File: src/rtl/rx_req_splitter_if.sv
// Handshake bundle between the SG element source, the request splitter and the TX engine.
// master = splitter side (pops elements, issues read requests); slave = environment side.
interface rx_req_splitter_if #(
   parameter int C_TAG_WIDTH = 2
);
   logic [63:0]            sg_elem_addr;
   logic [31:0]            sg_elem_len;
   logic                   sg_elem_rdy;
   logic                   sg_elem_ren;
   logic                   rx_req;
   logic                   rx_req_ack;
   logic [C_TAG_WIDTH-1:0] rx_req_tag;
   logic [63:0]            rx_req_addr;
   logic [9:0]             rx_req_len;

   modport master (
      input  sg_elem_addr, sg_elem_len, sg_elem_rdy, rx_req_ack,
      output sg_elem_ren, rx_req, rx_req_tag, rx_req_addr, rx_req_len
   );

   modport slave (
      output sg_elem_addr, sg_elem_len, sg_elem_rdy, rx_req_ack,
      input  sg_elem_ren, rx_req, rx_req_tag, rx_req_addr, rx_req_len
   );
endinterface

File: src/rtl/rx_req_splitter.sv
// Splits SG elements into PCIe memory-read requests bounded by max read size and 4 KB pages.
// Optional request statistics counter enabled by defining RX_REQ_SPLITTER_STATS_EN.
//
// state    | meaning
// IDLE     | waiting for an SG element to pop
// CALC     | computing the length of the next request
// REQ      | request presented, waiting for ack
// WAIT_TAG | request length known, all tags outstanding
module rx_req_splitter #(
   parameter int C_MAX_READ_REQ = 2,
   parameter int C_TAG_WIDTH    = 2
) (
   input  logic                   clk,
   input  logic                   rst_n,
   input  logic [2:0]             config_max_read_request_size_i,
   input  logic                   tag_release_i,
   input  logic [C_TAG_WIDTH-1:0] tag_release_id_i,
   input  logic                   abort_i,
   output logic                   busy_o,
   output logic [31:0]            stat_req_cnt_o,
   rx_req_splitter_if.master      bus
);
   localparam int          NTAG    = 1 << C_TAG_WIDTH;
   localparam logic [2:0]  MAX_ENC = 3'(C_MAX_READ_REQ);

   typedef enum logic [1:0] {IDLE, CALC, REQ, WAIT_TAG} state_t;

   state_t                 state_q;
   logic [63:0]            addr_q;
   logic [31:0]            rem_q;
   logic [31:0]            rlen_q;
   logic                   rx_req_q;
   logic [C_TAG_WIDTH-1:0] tag_q;
   logic [NTAG-1:0]        tag_busy_q;
   logic [NTAG-1:0]        tag_busy_d;

   logic [2:0]             eff;
   logic [31:0]            max_w;
   logic [31:0]            bnd_w;
   logic [31:0]            rlen_d;
   logic [C_TAG_WIDTH-1:0] free_tag;
   logic                   any_free;
   logic                   pop;
   logic                   acc;

   always_comb begin
      eff    = (config_max_read_request_size_i > MAX_ENC) ? MAX_ENC : config_max_read_request_size_i;
      max_w  = 32'd32 << eff;
      bnd_w  = (32'd4096 - {20'd0, addr_q[11:0]}) >> 2;
      rlen_d = rem_q;
      if (max_w < rlen_d) rlen_d = max_w;
      if (bnd_w < rlen_d) rlen_d = bnd_w;
   end

   always_comb begin
      free_tag = '0;
      for (int i = NTAG - 1; i >= 0; i--) begin
         if (!tag_busy_q[i]) free_tag = C_TAG_WIDTH'(i);
      end
      any_free = ~&tag_busy_q;
   end

   // Pop is combinational so the element is captured in the same cycle it is popped;
   // gating with rst_n keeps the strobe low while the block is held in reset.
   assign pop = rst_n && (state_q == IDLE) && bus.sg_elem_rdy && !abort_i;
   assign acc = (state_q == REQ) && bus.rx_req_ack && !abort_i;

   always_comb begin
      tag_busy_d = tag_busy_q;
      if (tag_release_i) tag_busy_d[tag_release_id_i] = 1'b0;
      if (acc)           tag_busy_d[tag_q]            = 1'b1;
   end

   always_ff @(posedge clk or negedge rst_n) begin
      if (!rst_n) begin
         state_q    <= IDLE;
         addr_q     <= '0;
         rem_q      <= '0;
         rlen_q     <= '0;
         rx_req_q   <= 1'b0;
         tag_q      <= '0;
         tag_busy_q <= '0;
      end else begin
         tag_busy_q <= tag_busy_d;
         case (state_q)
            IDLE: begin
               if (pop) begin
                  addr_q <= bus.sg_elem_addr & ~64'h3;
                  rem_q  <= bus.sg_elem_len;
                  if (bus.sg_elem_len != 32'd0) state_q <= CALC;
               end
            end
            CALC: begin
               if (abort_i) begin
                  state_q <= IDLE;
                  rem_q   <= '0;
               end else begin
                  rlen_q <= rlen_d;
                  if (any_free) begin
                     state_q  <= REQ;
                     rx_req_q <= 1'b1;
                     tag_q    <= free_tag;
                  end else begin
                     state_q <= WAIT_TAG;
                  end
               end
            end
            WAIT_TAG: begin
               if (abort_i) begin
                  state_q <= IDLE;
                  rem_q   <= '0;
               end else if (any_free) begin
                  state_q  <= REQ;
                  rx_req_q <= 1'b1;
                  tag_q    <= free_tag;
               end
            end
            REQ: begin
               if (abort_i) begin
                  state_q  <= IDLE;
                  rx_req_q <= 1'b0;
                  rem_q    <= '0;
               end else if (bus.rx_req_ack) begin
                  rx_req_q <= 1'b0;
                  addr_q   <= addr_q + {30'd0, rlen_q, 2'b00};
                  rem_q    <= rem_q - rlen_q;
                  state_q  <= (rem_q != rlen_q) ? CALC : IDLE;
               end
            end
            default: state_q <= IDLE;
         endcase
      end
   end

`ifdef RX_REQ_SPLITTER_STATS_EN
   logic [31:0] stat_q;

   always_ff @(posedge clk or negedge rst_n) begin
      if (!rst_n)   stat_q <= '0;
      else if (acc) stat_q <= stat_q + 32'd1;
   end

   assign stat_req_cnt_o = stat_q;
`else
   assign stat_req_cnt_o = 32'd0;
`endif

   assign bus.sg_elem_ren = pop;
   assign bus.rx_req      = rx_req_q;
   assign bus.rx_req_tag  = tag_q;
   assign bus.rx_req_addr = addr_q;
   assign bus.rx_req_len  = rlen_q[9:0];
   assign busy_o          = (state_q != IDLE) | (|tag_busy_q);
endmodule
File: src/flat_wrapper.sv
// flat-port wrapper written by rule: the top's interface ports become plain ports
module rx_req_splitter_flat 
#(
   parameter int C_MAX_READ_REQ = 2,
   parameter int C_TAG_WIDTH    = 2
)
  (clk, rst_n, config_max_read_request_size_i, tag_release_i, tag_release_id_i, abort_i, busy_o, stat_req_cnt_o, bus_sg_elem_addr, bus_sg_elem_len, bus_sg_elem_rdy, bus_rx_req_ack, bus_sg_elem_ren, bus_rx_req, bus_rx_req_tag, bus_rx_req_addr, bus_rx_req_len);
  rx_req_splitter_if #(.C_TAG_WIDTH(C_TAG_WIDTH)) bus_i ();
  input  logic clk;
  input  logic rst_n;
  input  logic [2:0] config_max_read_request_size_i;
  input  logic tag_release_i;
  input  logic [C_TAG_WIDTH-1:0] tag_release_id_i;
  input  logic abort_i;
  output logic busy_o;
  output logic [31:0] stat_req_cnt_o;
  input wire logic [$bits(bus_i.sg_elem_addr)-1:0] bus_sg_elem_addr;
  input wire logic [$bits(bus_i.sg_elem_len)-1:0] bus_sg_elem_len;
  input wire logic [$bits(bus_i.sg_elem_rdy)-1:0] bus_sg_elem_rdy;
  input wire logic [$bits(bus_i.rx_req_ack)-1:0] bus_rx_req_ack;
  output wire logic [$bits(bus_i.sg_elem_ren)-1:0] bus_sg_elem_ren;
  output wire logic [$bits(bus_i.rx_req)-1:0] bus_rx_req;
  output wire logic [$bits(bus_i.rx_req_tag)-1:0] bus_rx_req_tag;
  output wire logic [$bits(bus_i.rx_req_addr)-1:0] bus_rx_req_addr;
  output wire logic [$bits(bus_i.rx_req_len)-1:0] bus_rx_req_len;
  assign bus_i.sg_elem_addr = bus_sg_elem_addr;
  assign bus_i.sg_elem_len = bus_sg_elem_len;
  assign bus_i.sg_elem_rdy = bus_sg_elem_rdy;
  assign bus_i.rx_req_ack = bus_rx_req_ack;
  assign bus_sg_elem_ren = bus_i.sg_elem_ren;
  assign bus_rx_req = bus_i.rx_req;
  assign bus_rx_req_tag = bus_i.rx_req_tag;
  assign bus_rx_req_addr = bus_i.rx_req_addr;
  assign bus_rx_req_len = bus_i.rx_req_len;
  rx_req_splitter #(.C_MAX_READ_REQ(C_MAX_READ_REQ), .C_TAG_WIDTH(C_TAG_WIDTH)) u_core (.clk(clk), .rst_n(rst_n), .config_max_read_request_size_i(config_max_read_request_size_i), .tag_release_i(tag_release_i), .tag_release_id_i(tag_release_id_i), .abort_i(abort_i), .busy_o(busy_o), .stat_req_cnt_o(stat_req_cnt_o), .bus(bus_i));
endmodule
File: config.mk
export PLATFORM = sky130hd
export DESIGN_NAME = rx_req_splitter_flat
export DESIGN_NICKNAME = d
export VERILOG_FILES = /design/src/rtl/rx_req_splitter_if.sv /design/src/rtl/rx_req_splitter.sv /design/src/flat_wrapper.sv
export SDC_FILE = /design/constraint.sdc
export NUM_CORES = 1
export LEC_CHECK = 0
export BUFFER_PORTS_ARGS = -buffer_cell sky130_fd_sc_hd__buf_2
export CAP_MARGIN = 20
export CORE_MARGIN = 5
export CORE_UTILIZATION = 60
export DETAILED_ROUTE_END_ITERATION = 10
export PLACE_DENSITY = 0.86
export SYNTH_ARGS = -nofsm -noshare
export SYNTH_HDL_FRONTEND = slang
export SYNTH_SLANG_ARGS = --single-unit
File: constraint.sdc
create_clock -name clk -period 8.85 [get_ports clk]
set_input_delay 0.885 -clock clk [delete_from_list [all_inputs] [get_ports clk]]
set_output_delay 0.885 -clock clk [all_outputs]
set_load 0.01 [all_outputs]
==> results of run 1 <==
==> logic make-up (layout without fill, tap and decap cells) <==
logic type      count (synthesis)  after routing  share of synthesized area, %
buf+inv                       174            287                          7.67
xor+xnor                       52             52                          4.15
flops                         135            135                          30.8
mux                            10             10                         0.935
other cells                     1             35                        0.0342
compound gates                399            399                          24.0
simple gates                  515            515                          23.0
fa+ha+maj                      81             81                          9.38
==> metrics by stage <==
stage	cells	util, %	area [um^2]
after floorplan	1401	-	11100
after global placement	1711	65.7	11800
after detailed placement	1711	65.7	11800
after CTS	1743	69.2	12400
after global routing	1743	69.2	12400
final	1743	69.2	12400
==> worst register-to-register path, cell delays in order, from the launching register on <==
cell	delay, ns
dfrtp_1	0.44
nor4_1	0.35
a31o_2	0.20
a21o_1	0.10
a21o_1	0.10
a21oi_1	0.09
nor3_4	0.61
mux2i_1	0.28
ha_1	0.36
a21o_1	0.11
a21o_1	0.10
a21oi_1	0.06
o21ai_0	0.24
a211oi_1	0.09
or3_1	0.32
a21oi_1	0.55
buf_4	0.30
nand3_1	0.11
a31oi_1	0.21
==> area by class of cell <==
cell class,instances,area (um^2)
Timing Repair Buffer,194,1010
Inverter,61,229
Multi-Input combinational cell,1092,6910
Clock buffer,21,480
Fill cell,1495,5530
Sequential cell,135,3380
Tap cell,229,287
Clock inverter,11,146
==> layout by cell type (no fill, tap or decap), types with 28 or more instances in the layout <==
| master | netlist | layout |
|---|---|---|
| nor3_1 | 41 | 41 |
| ha_1 | 79 | 79 |
| dfrtp_1 | 135 | 135 |
| and3_1 | 31 | 31 |
| nor2_1 | 142 | 139 |
| a21oi_1 | 117 | 116 |
| xnor2_1 | 28 | 28 |
| conb_1 | 1 | 35 |
| a21o_1 | 32 | 32 |
| nand2_1 | 117 | 116 |
| buf_2 | 9 | 180 |
| o21ai_0 | 67 | 67 |
| nand3_1 | 58 | 58 |
| inv_1 | 60 | 60 |
==> flip-flops by register name, indices dropped and copies added (netlist names) <==
signal                  flops
u_core.bus.rx_req           1
u_core.bus.rx_req_addr     62
u_core.bus.rx_req_tag       2
u_core.rem_q               32
u_core.rlen_q              32
u_core.state_q              2
u_core.tag_busy_q           4
==> cells in the mapped netlist, types with 15 or more instances <==
| cell | number |
|---|---|
| nor2_1 | 142 |
| dfrtp_1 | 135 |
| a21oi_1 | 117 |
| nand2_1 | 117 |
| ha_1 | 79 |
| o21ai_0 | 67 |
| inv_1 | 60 |
| nand3_1 | 58 |
| clkbuf_1 | 55 |
| buf_4 | 45 |
| nor3_1 | 41 |
| a21o_1 | 32 |
| and3_1 | 31 |
| xnor2_1 | 28 |
| a31oi_1 | 24 |
| xor2_1 | 24 |
| a221oi_1 | 21 |
| nand4_1 | 21 |
| nor4_1 | 20 |
| o21a_1 | 18 |
| nand2b_1 | 16 |
| o211ai_1 | 15 |
==> power by group through the flow <==
| stage | combinational (mW) | sequential [mW] | clock [mW] |
|---|---|---|---|
| after floorplan | 1.80 | 1.15 | 0 |
| after global placement | 2.38 | 1.19 | 0 |
| after detailed placement | 2.43 | 1.20 | 0 |
| after CTS | 2.46 | 1.19 | 0.762 |
| after global routing | 2.77 | 1.23 | 0.786 |
| final | 2.49 | 1.20 | 0.756 |
==> final timing paths <==
path,from,endpoint,cells past startpoint
worst min register to register,u_core.bus.rx_req,u_core.bus.rx_req,1
worst min-delay path,rst_n,u_core.rem_q[25],1
max in group asynchronous,rst_n,u_core.bus.rx_req_addr[7],2
worst max register to register,u_core.rem_q[2],u_core.rlen_q[2],18
min in group clk,u_core.bus.rx_req,u_core.bus.rx_req,1
worst max-delay path,config_max_read_request_size_i[2],u_core.rlen_q[2],21
==> routing by layer <==
layer / track usage (%) / vias up / share of wire, %
met5: 0 / - / 0
met2: 49.2 / 550 / 46
met3: 6.21 / 94 / 9.1
met1: 41.7 / 5220 / 42
li1: - / 5187 / -
met4: 12.7 / 0 / 3.6
==> results_dict.tcl, run 1 <==
set metrics [dict create \
    cellPowerDensity_nw_per_um2 358 \
    intPower_mw 2.38 \
    die_w_um 145 \
    synth-edff-count 0 \
    io_pins 218 \
    path_class "input pin to register" \
    crit_path_start_kind "input pin" \
    antenna_found_initial 0 \
    cap_violations 0 \
    hold_buffers 0 \
    p_comb_share_pct 56.0 \
    cts_tree "built" \
    synth-main-ff-cell "dfrtp_1" \
    drt_iter0_markers 847 \
    fin_nets 1689 \
    post-place-ws_ns 3.47 \
    core_area_um2 18000 \
    gr-total-overflow 0 \
    ys_seq_elements 135 \
    slowest_delay_ns 0.61 \
    cts_buffers 17 \
    drive_gt1_share_pct 17.3 \
    drt_pass1_iterations 5 \
    yosysTopAreaCell "dfrtp_1" \
    syn_to_final_growth_pct 13.4 \
    yosysWarnings 0 \
    hp-class "input pin to asynchronous set/reset pin" \
    grt_pass1_vias 10642 \
    fmax_ghz 0.199 \
    clkTransAtPathRegs_ns 0.06 \
    worst_pin_slew_ns 0.863 \
    grt_start_max_net_pins 74 \
    syn_area_per_cell_um2 8.02 \
    clockRootBuffer "clkbuf_16" \
    worst_hold_slack_ns 0.465 \
    net-switching-power_mw 2.07 \
    synthCells 1367 \
    crit_chain "buf_2, or2_2, nor2_1, ha_1, a31o_2, a21o_1, a21o_1, a21oi_1, nor3_4, mux2i_1, ha_1, a21o_1, a21o_1, a21oi_1, o21ai_0, a211oi_1, or3_1, a21oi_1, buf_4, nand3_1, a31oi_1" \
    start_util_pct 61.1 \
    slowest_stage "nor3_4" \
    cp.required_ns 9.20 \
    crit_fanout 19 \
    synth_top_area_share_pct 30.8 \
    cts_buffer_depth 2 \
    post-route-drc-count 0 \
    synth.area.top_cells "dfrtp_1, ha_1, a21oi_1, nor2_1, nand2_1" \
    p_sw_share_pct 46.6 \
    slew-limit-headroom_pct 42.5 \
    hold_viol_final 0 \
    total_power_mw 4.45 \
    worstSkewPairLatency_ns 0.43 \
    grt_pass1_wl_um 54600 \
    ir_drop_mv 0.177 \
    num_vias 11051 \
    crit_buf_inv 2 \
    fin_tns_setup_ns 0 \
    pwr-share-seq_pct 27.0 \
    synth_area_um2 11000 \
    h-tree-depth 4 \
    finalSetupViolCount 0 \
    ant_nets 0 \
    cp_common_cell "a21o_1" \
    rows 49 \
    rsz0062_at_grt "false" \
    grt_use_total_pct 31.0 \
    clock-sinks 135 \
    power.leakage_nw 5.62 \
    post_cts_buffers 0 \
    routedWlPerCell_um 19.3 \
    gp_congestion 0.972 \
    fp.dieH_um 145 \
    crit_arrival_ns 5.37 \
    ys_seq_area_share_pct 30.8 \
    slew_violations 0 \
    status "finished, final reports clean" \
    routed_wl_um 33600 \
    antenna_cells 0 \
    synth_cell_type_count 81 \
    viasPerCell 6.34 \
    dp_hpwl_um 24800 \
    die_area_um2 21100 \
    port_buffers 181 \
    r2r_slack_ns 4.15 \
    clkPwrFrac_pct 17.0 \
    cts_resized 0 \
    fin_crit_ns 5.02 \
    final.setup.worst_slack_ns 3.83 \
    critPathCaptureType "register" \
    crit_family "compound AO/OA/AOI/OAI gates" \
    fin_skew_ns 0.00917 \
    async_flop_share_pct 100 \
    min_period_over_period_pct 56.7 \
]
No activity file was read; power rests on OpenSTA's default activity.
==> run 2, diff against run 1 <==
--- a/config.mk
+++ b/config.mk
@@ -8,9 +8,9 @@
 export BUFFER_PORTS_ARGS = -buffer_cell sky130_fd_sc_hd__buf_2
 export CAP_MARGIN = 20
 export CORE_MARGIN = 5
-export CORE_UTILIZATION = 60
+export CORE_UTILIZATION = 51
 export DETAILED_ROUTE_END_ITERATION = 10
-export PLACE_DENSITY = 0.86
+export PLACE_DENSITY = 0.78
 export SYNTH_ARGS = -nofsm -noshare
 export SYNTH_HDL_FRONTEND = slang
 export SYNTH_SLANG_ARGS = --single-unit
==> constraint.sdc (replaced) <==
create_clock -name clk -period 4.1 [get_ports clk]
set_input_delay 0.41 -clock clk [delete_from_list [all_inputs] [get_ports clk]]
set_output_delay 0.41 -clock clk [all_outputs]
set_load 0.01 [all_outputs]
==> results_dict.tcl, run 2 (synthesis gave the netlist of run 1 again) <==
set metrics [dict create \
    status "finished, final reports clean" \
    fin_crit_ns 3.87 \
    pwr-share-seq_pct 26.8 \
    cp_common_cell "a21o_1" \
    io_pins 218 \
    final_common_cell "buf_2" \
    fin_skew_ns 0.0111 \
    crit_chain "buf_2, or2_2, nor2_1, ha_1, a31o_2, a21o_1, a21o_1, a21oi_1, nor3_4, mux2i_1, ha_1, a21o_1, a21o_1, a21oi_1, o21ai_0, a211oi_1, or3_1, a21oi_1, buf_4, o22ai_1, a21o_1" \
    p_comb_share_pct 56.1 \
    antenna_found_initial 0 \
    final_cell_mix "buf_2, nor2_1, dfrtp_1" \
    largest_reg_flops 62 \
    critPathCaptureType "register" \
    fin_nets 1703 \
    place_inst 1770 \
    drive_gt1_share_pct 17.9 \
    cellPowerDensity_nw_per_um2 770 \
    slowest_delay_ns 0.32 \
    crit_arrival_ns 4.19 \
    cap_violations 0 \
    r2r_slack_ns 0.26 \
    routedWlPerCell_um 19.0 \
    clkPwrFrac_pct 17.2 \
    h-tree-depth 4 \
    total_power_mw 9.71 \
    clkTransAtPathRegs_ns 0.06 \
    drt_iter0_markers 976 \
    crit_path_end "u_core.rlen_q[5]" \
    cp.required_ns 4.42 \
    path_class "input pin to register" \
    clockRootBuffer "clkbuf_16" \
    antenna_cells 0 \
    worst_pin_slew_ns 0.977 \
    clock-sinks 135 \
    critical_path_cell_count 21 \
    num_vias 11026 \
    stdcell_count 1802 \
    cts_buffer_depth 2 \
    die_area_um2 24500 \
    p_sw_share_pct 46.6 \
    intPower_mw 5.19 \
    rsz0062_at_grt "false" \
    core_area_um2 21100 \
    r2r_cells 19 \
    power.leakage_nw 5.68 \
    die_w_um 157 \
    grt_start_max_net_pins 77 \
    port_buffers 181 \
    finalSetupViolCount 0 \
    cts_buffers 17 \
    crit_family "compound AO/OA/AOI/OAI gates" \
    routed_wl_um 34200 \
    crit_start "config_max_read_request_size_i[2]" \
    stdcell_area_um2 12600 \
    viasPerCell 6.12 \
    crit_path_start_kind "input pin" \
    fmax_ghz 0.258 \
    cts_resized 0 \
    r2r_end "u_core.rlen_q[5]" \
    placed_area_um2 12000 \
    final.setup.worst_slack_ns 0.231 \
    fin_tns_setup_ns 0 \
    drt_pass1_iterations 5 \
    crit_buf_inv 2 \
    hp-class "input pin to register" \
    grt_pass1_vias 10182 \
    fp.dieH_um 157 \
    ir_drop_mv 0.359 \
    grt_pass1_wl_um 53800 \
    slowest_stage "ha_1" \
    min_period_over_period_pct 94.4 \
    gr-total-overflow 0 \
    reg2reg_from "u_core.rem_q[5]" \
    syn_to_final_growth_pct 15.0 \
    post-place-ws_ns -0.151 \
    grt_use_total_pct 27.2 \
    post_cts_buffers 0 \
    ant_nets 0 \
    start_util_pct 52.0 \
    slew-limit-headroom_pct 34.9 \
    gp_congestion 0.964 \
    worstSkewPairLatency_ns 0.43 \
    rows 53 \
    net-switching-power_mw 4.53 \
    cts_tree "built" \
    dp_hpwl_um 25800 \
    post-route-drc-count 0 \
    crit_fanout 12 \
    hold_viol_final 0 \
    slew_violations 0 \
]
==> run 2: cell types whose count changed in the layout (fill, tap and decap cells not counted) <==
cell           delta
buf_8             +1
dlygate4sd3_1     +1
clkinvlp_4        +2
bufinv_16         +1
clkinv_4          -2
buf_4            +12
clkbuf_8          -2
inv_6             +1
clkinv_2          -2
clkbuf_1          +1
==> run 2: worst register-to-register path, stage by stage, from the launching register on <==
cell      delay (ns)
dfrtp_1         0.37
inv_1           0.07
ha_1            0.29
a31o_2          0.20
a21o_1          0.17
a21o_1          0.17
a21oi_1         0.23
nor3_4          0.09
mux2i_1         0.16
ha_1            0.32
a21o_1          0.12
a21o_1          0.11
a21oi_1         0.06
o21ai_0         0.22
a211oi_1        0.08
or3_1           0.31
a21oi_1         0.27
buf_4           0.23
o22ai_1         0.10
a21o_1          0.15
==> run 2: worst min-delay path by stage <==
stage | start | endpoint | slack [ns] | cells past startpoint
3_3_place_gp | rst_n | u_core.tag_busy_q[1] | 0.43 | 1
2_1_floorplan | rst_n | u_core.bus.rx_req | 0.11 | 0
6_report | bus_sg_elem_addr[30] | u_core.bus.rx_req_addr[30] | 0.23 | 3
4_1_cts | bus_sg_elem_addr[26] | u_core.bus.rx_req_addr[26] | 0.21 | 3
3_5_place_dp | rst_n | u_core.tag_busy_q[1] | 0.43 | 1
5_1_grt | bus_sg_elem_addr[30] | u_core.bus.rx_req_addr[30] | 0.22 | 3
==> run 2: cell type report <==
type / count / area (um^2)
clock inverter: 11 / 173
clock buffer: 20 / 457
tap: 275 / 344
timing repair buffer: 208 / 1120
fill: 1925 / 8480
sequential: 135 / 3380
multi-input combinational: 1092 / 6910
inverter: 61 / 229
==> run 2: per-layer routing <==
layer  part of all wire, %  GRT usage (%)  wire (um)
met1                    43           39.2      14900
met3                   8.6           3.40       2920
met2                    45           42.5      15500
met5                     0              0          0
met4                   2.7           9.05        939
==> run 2: power groups by stage <==
stage,registers (mW),clock network (mW),logic (mW)
3_5_place_dp,2.60,0,5.32
4_1_cts,2.58,1.68,5.38
2_1_floorplan,2.49,0,3.89
3_3_place_gp,2.58,0,5.23
5_1_grt,2.67,1.74,6.00
6_report,2.60,1.67,5.45
==> run 2: through the flow <==
step / hold WS (ns) / utilization [%]
final: 0.228 / 59.8
after global routing: 0.223 / 59.8
after CTS: 0.214 / 59.8
after detailed placement: 0.431 / 56.8
after global placement: 0.430 / 56.7
after floorplan: 0.114 / -
==> run 2: timing repair <==
| action | in CTS | in global routing |
|---|---|---|
| endpoints found under the hold margin | 34 | 0 |
| endpoints found under the setup margin | 0 | 0 |
| hold buffers | 1 | 0 |
==> run 3, diff against run 2 <==
--- a/config.mk
+++ b/config.mk
@@ -8,9 +8,8 @@
 export BUFFER_PORTS_ARGS = -buffer_cell sky130_fd_sc_hd__buf_2
 export CAP_MARGIN = 20
 export CORE_MARGIN = 5
-export CORE_UTILIZATION = 51
+export CORE_UTILIZATION = 38
 export DETAILED_ROUTE_END_ITERATION = 10
-export PLACE_DENSITY = 0.78
 export SYNTH_ARGS = -nofsm -noshare
 export SYNTH_HDL_FRONTEND = slang
 export SYNTH_SLANG_ARGS = --single-unit
==> constraint.sdc (replaced) <==
create_clock -name clk -period 4.4 [get_ports clk]
set_input_delay 0.44 -clock clk [delete_from_list [all_inputs] [get_ports clk]]
set_output_delay 0.44 -clock clk [all_outputs]
set_load 0.01 [all_outputs]
==> results_dict.tcl, run 3 (synthesis gave the netlist of run 1 again) <==
set metrics [dict create \
    status "finished, final reports clean" \
    grt_pass1_wl_um 57500 \
    post-route-drc-count 0 \
    grt_pass1_vias 10461 \
    grt_use_total_pct 21.6 \
    grt-busiest-layer "met2" \
    path_class "input pin to register" \
    p_sw_share_pct 47.1 \
    crit_path_start_kind "input pin" \
    p_comb_share_pct 56.3 \
    cts_buffers 17 \
    routed_wl_um 35800 \
    clkTransAtPathRegs_ns 0.06 \
    fmax_ghz 0.247 \
    intPower_mw 4.77 \
    finalSetupViolCount 0 \
    core_area_um2 28600 \
    num-fill-cells 2913 \
    min_period_over_period_pct 92.1 \
    drive_gt1_share_pct 17.8 \
    dp_hpwl_um 27300 \
    cp_common_cell "a21o_1" \
    pwr-share-seq_pct 26.8 \
    antenna_cells 0 \
    clkPwrFrac_pct 16.9 \
    power.leakage_nw 5.65 \
    h-tree-depth 4 \
    global_route.usage.met1_pct 30.8 \
    post_cts_buffers 0 \
    hold_viol_final 0 \
    clockRootBuffer "clkbuf_16" \
    final_cell_mix "buf_2, nor2_1, dfrtp_1" \
    cap_violations 0 \
    fin_skew_ns 0.0130 \
    clock-sinks 135 \
    slowest_stage "or2_2" \
    post-place-ws_ns -0.0488 \
    placed_area_um2 12100 \
    rows 62 \
    hp-class "input pin to register" \
    cellPowerDensity_nw_per_um2 710 \
    largest_reg_flops 62 \
    drt_pass1_iterations 5 \
    crit_buf_inv 3 \
    fin_crit_ns 4.05 \
    stdcell_count 1907 \
    final.setup.worst_slack_ns 0.350 \
    grt_start_max_net_pins 72 \
    stdcell_area_um2 12700 \
    crit_chain "buf_2, or2_2, nor2_1, ha_1, a31o_2, a21o_1, a21o_1, a21oi_1, nor3_4, mux2i_1, ha_1, a21o_1, a21o_1, a21oi_1, o21ai_0, a211oi_1, or3_1, a21oi_1, buf_4, buf_4, nand2b_1, a31oi_1" \
    die_area_um2 32400 \
    start_util_pct 38.3 \
    cts_tree "built" \
    worst_pin_slew_ns 0.835 \
    final_common_cell "buf_2" \
    crit_family "compound AO/OA/AOI/OAI gates" \
    gr-total-overflow 0 \
    final_core_util_pct 44.4 \
    net-switching-power_mw 4.25 \
    fp.dieH_um 180 \
    gr-usage-met2_pct 33.6 \
    viasPerCell 5.66 \
    total_power_mw 9.02 \
    drt_iter0_markers 814 \
    antenna_found_initial 0 \
    critPathCaptureType "register" \
    ant_nets 0 \
    slew_violations 0 \
    worstSkewPairLatency_ns 0.43 \
    num_vias 10788 \
    crit_fanout 14 \
    die_w_um 180 \
    worst_hold_slack_ns 0.262 \
    io_pins 218 \
    syn_to_final_growth_pct 15.8 \
    gp_congestion 0.951 \
    rsz0062_at_grt "false" \
    place_inst 1874 \
    port_buffers 181 \
    ir_drop_mv 0.283 \
    cp.required_ns 4.74 \
    fin_nets 1698 \
    fin_tns_setup_ns 0 \
    crit_arrival_ns 4.39 \
    slowest_delay_ns 0.32 \
    met3_usage_pct 3.72 \
    slew-limit-headroom_pct 44.3 \
    cts_buffer_depth 2 \
    routedWlPerCell_um 18.8 \
]
run 3: area by class of cell:
| cell class | count | area, um^2 | area share (%) |
|---|---|---|---|
| clock inverter | 13 | 171 | 1.35 |
| tap | 384 | 480 | 3.78 |
| clock buffer | 19 | 443 | 3.49 |
| inverter | 61 | 229 | 1.80 |
| sequential | 135 | 3380 | 26.6 |
| timing repair buffer | 203 | 1080 | 8.51 |
| multi-input combinational | 1092 | 6910 | 54.5 |
run 3: metal layers:
metal  vias up  share of wire (%)
met5         -                  0
met4         0                2.9
met3        61                5.7
met2       361                 45
met1      5137                 47
li1       5229                  -
run 3: power groups by stage:
stage / Clock [mW] / Sequential [mW] / Combinational [mW]
after floorplan: 0 / 2.32 / 3.63
after global placement: 0 / 2.41 / 4.96
after detailed placement: 0 / 2.42 / 5.00
after CTS: 1.55 / 2.41 / 5.05
after global routing: 1.61 / 2.49 / 5.68
final: 1.52 / 2.42 / 5.08
run 3: path summary, 6_finish.rpt:
check / startpoint / endpoint / slack (ns) / cells past startpoint
max: config_max_read_request_size_i[2] / u_core.rlen_q[3] / 0.35 / 22
min: bus_sg_elem_addr[30] / u_core.bus.rx_req_addr[30] / 0.26 / 3
max reg2reg: u_core.rem_q[3] / u_core.rlen_q[3] / 0.38 / 19
min reg2reg: u_core.tag_busy_q[1] / u_core.bus.rx_req_tag[0] / 0.51 / 1
max in group asynchronous: rst_n / u_core.rem_q[13] / 2.93 / 3
min in group asynchronous: rst_n / u_core.bus.rx_req_addr[60] / 0.40 / 2
run 3: worst min-delay path, delay by kind of cell:
| kind | cells | cell delay (ns) |
|---|---|---|
| AND/OR/NAND/NOR | 2 | 0.14 |
| buffers and inverters | 1 | 0.08 |
run 3: repair_timing:
| action | CTS | global route |
|---|---|---|
| hold buffers | 1 | 0 |
| endpoints found under the setup margin | 0 | 7 |
| endpoints found under the hold margin | 15 | 0 |
| resized for setup | 0 | 1 |
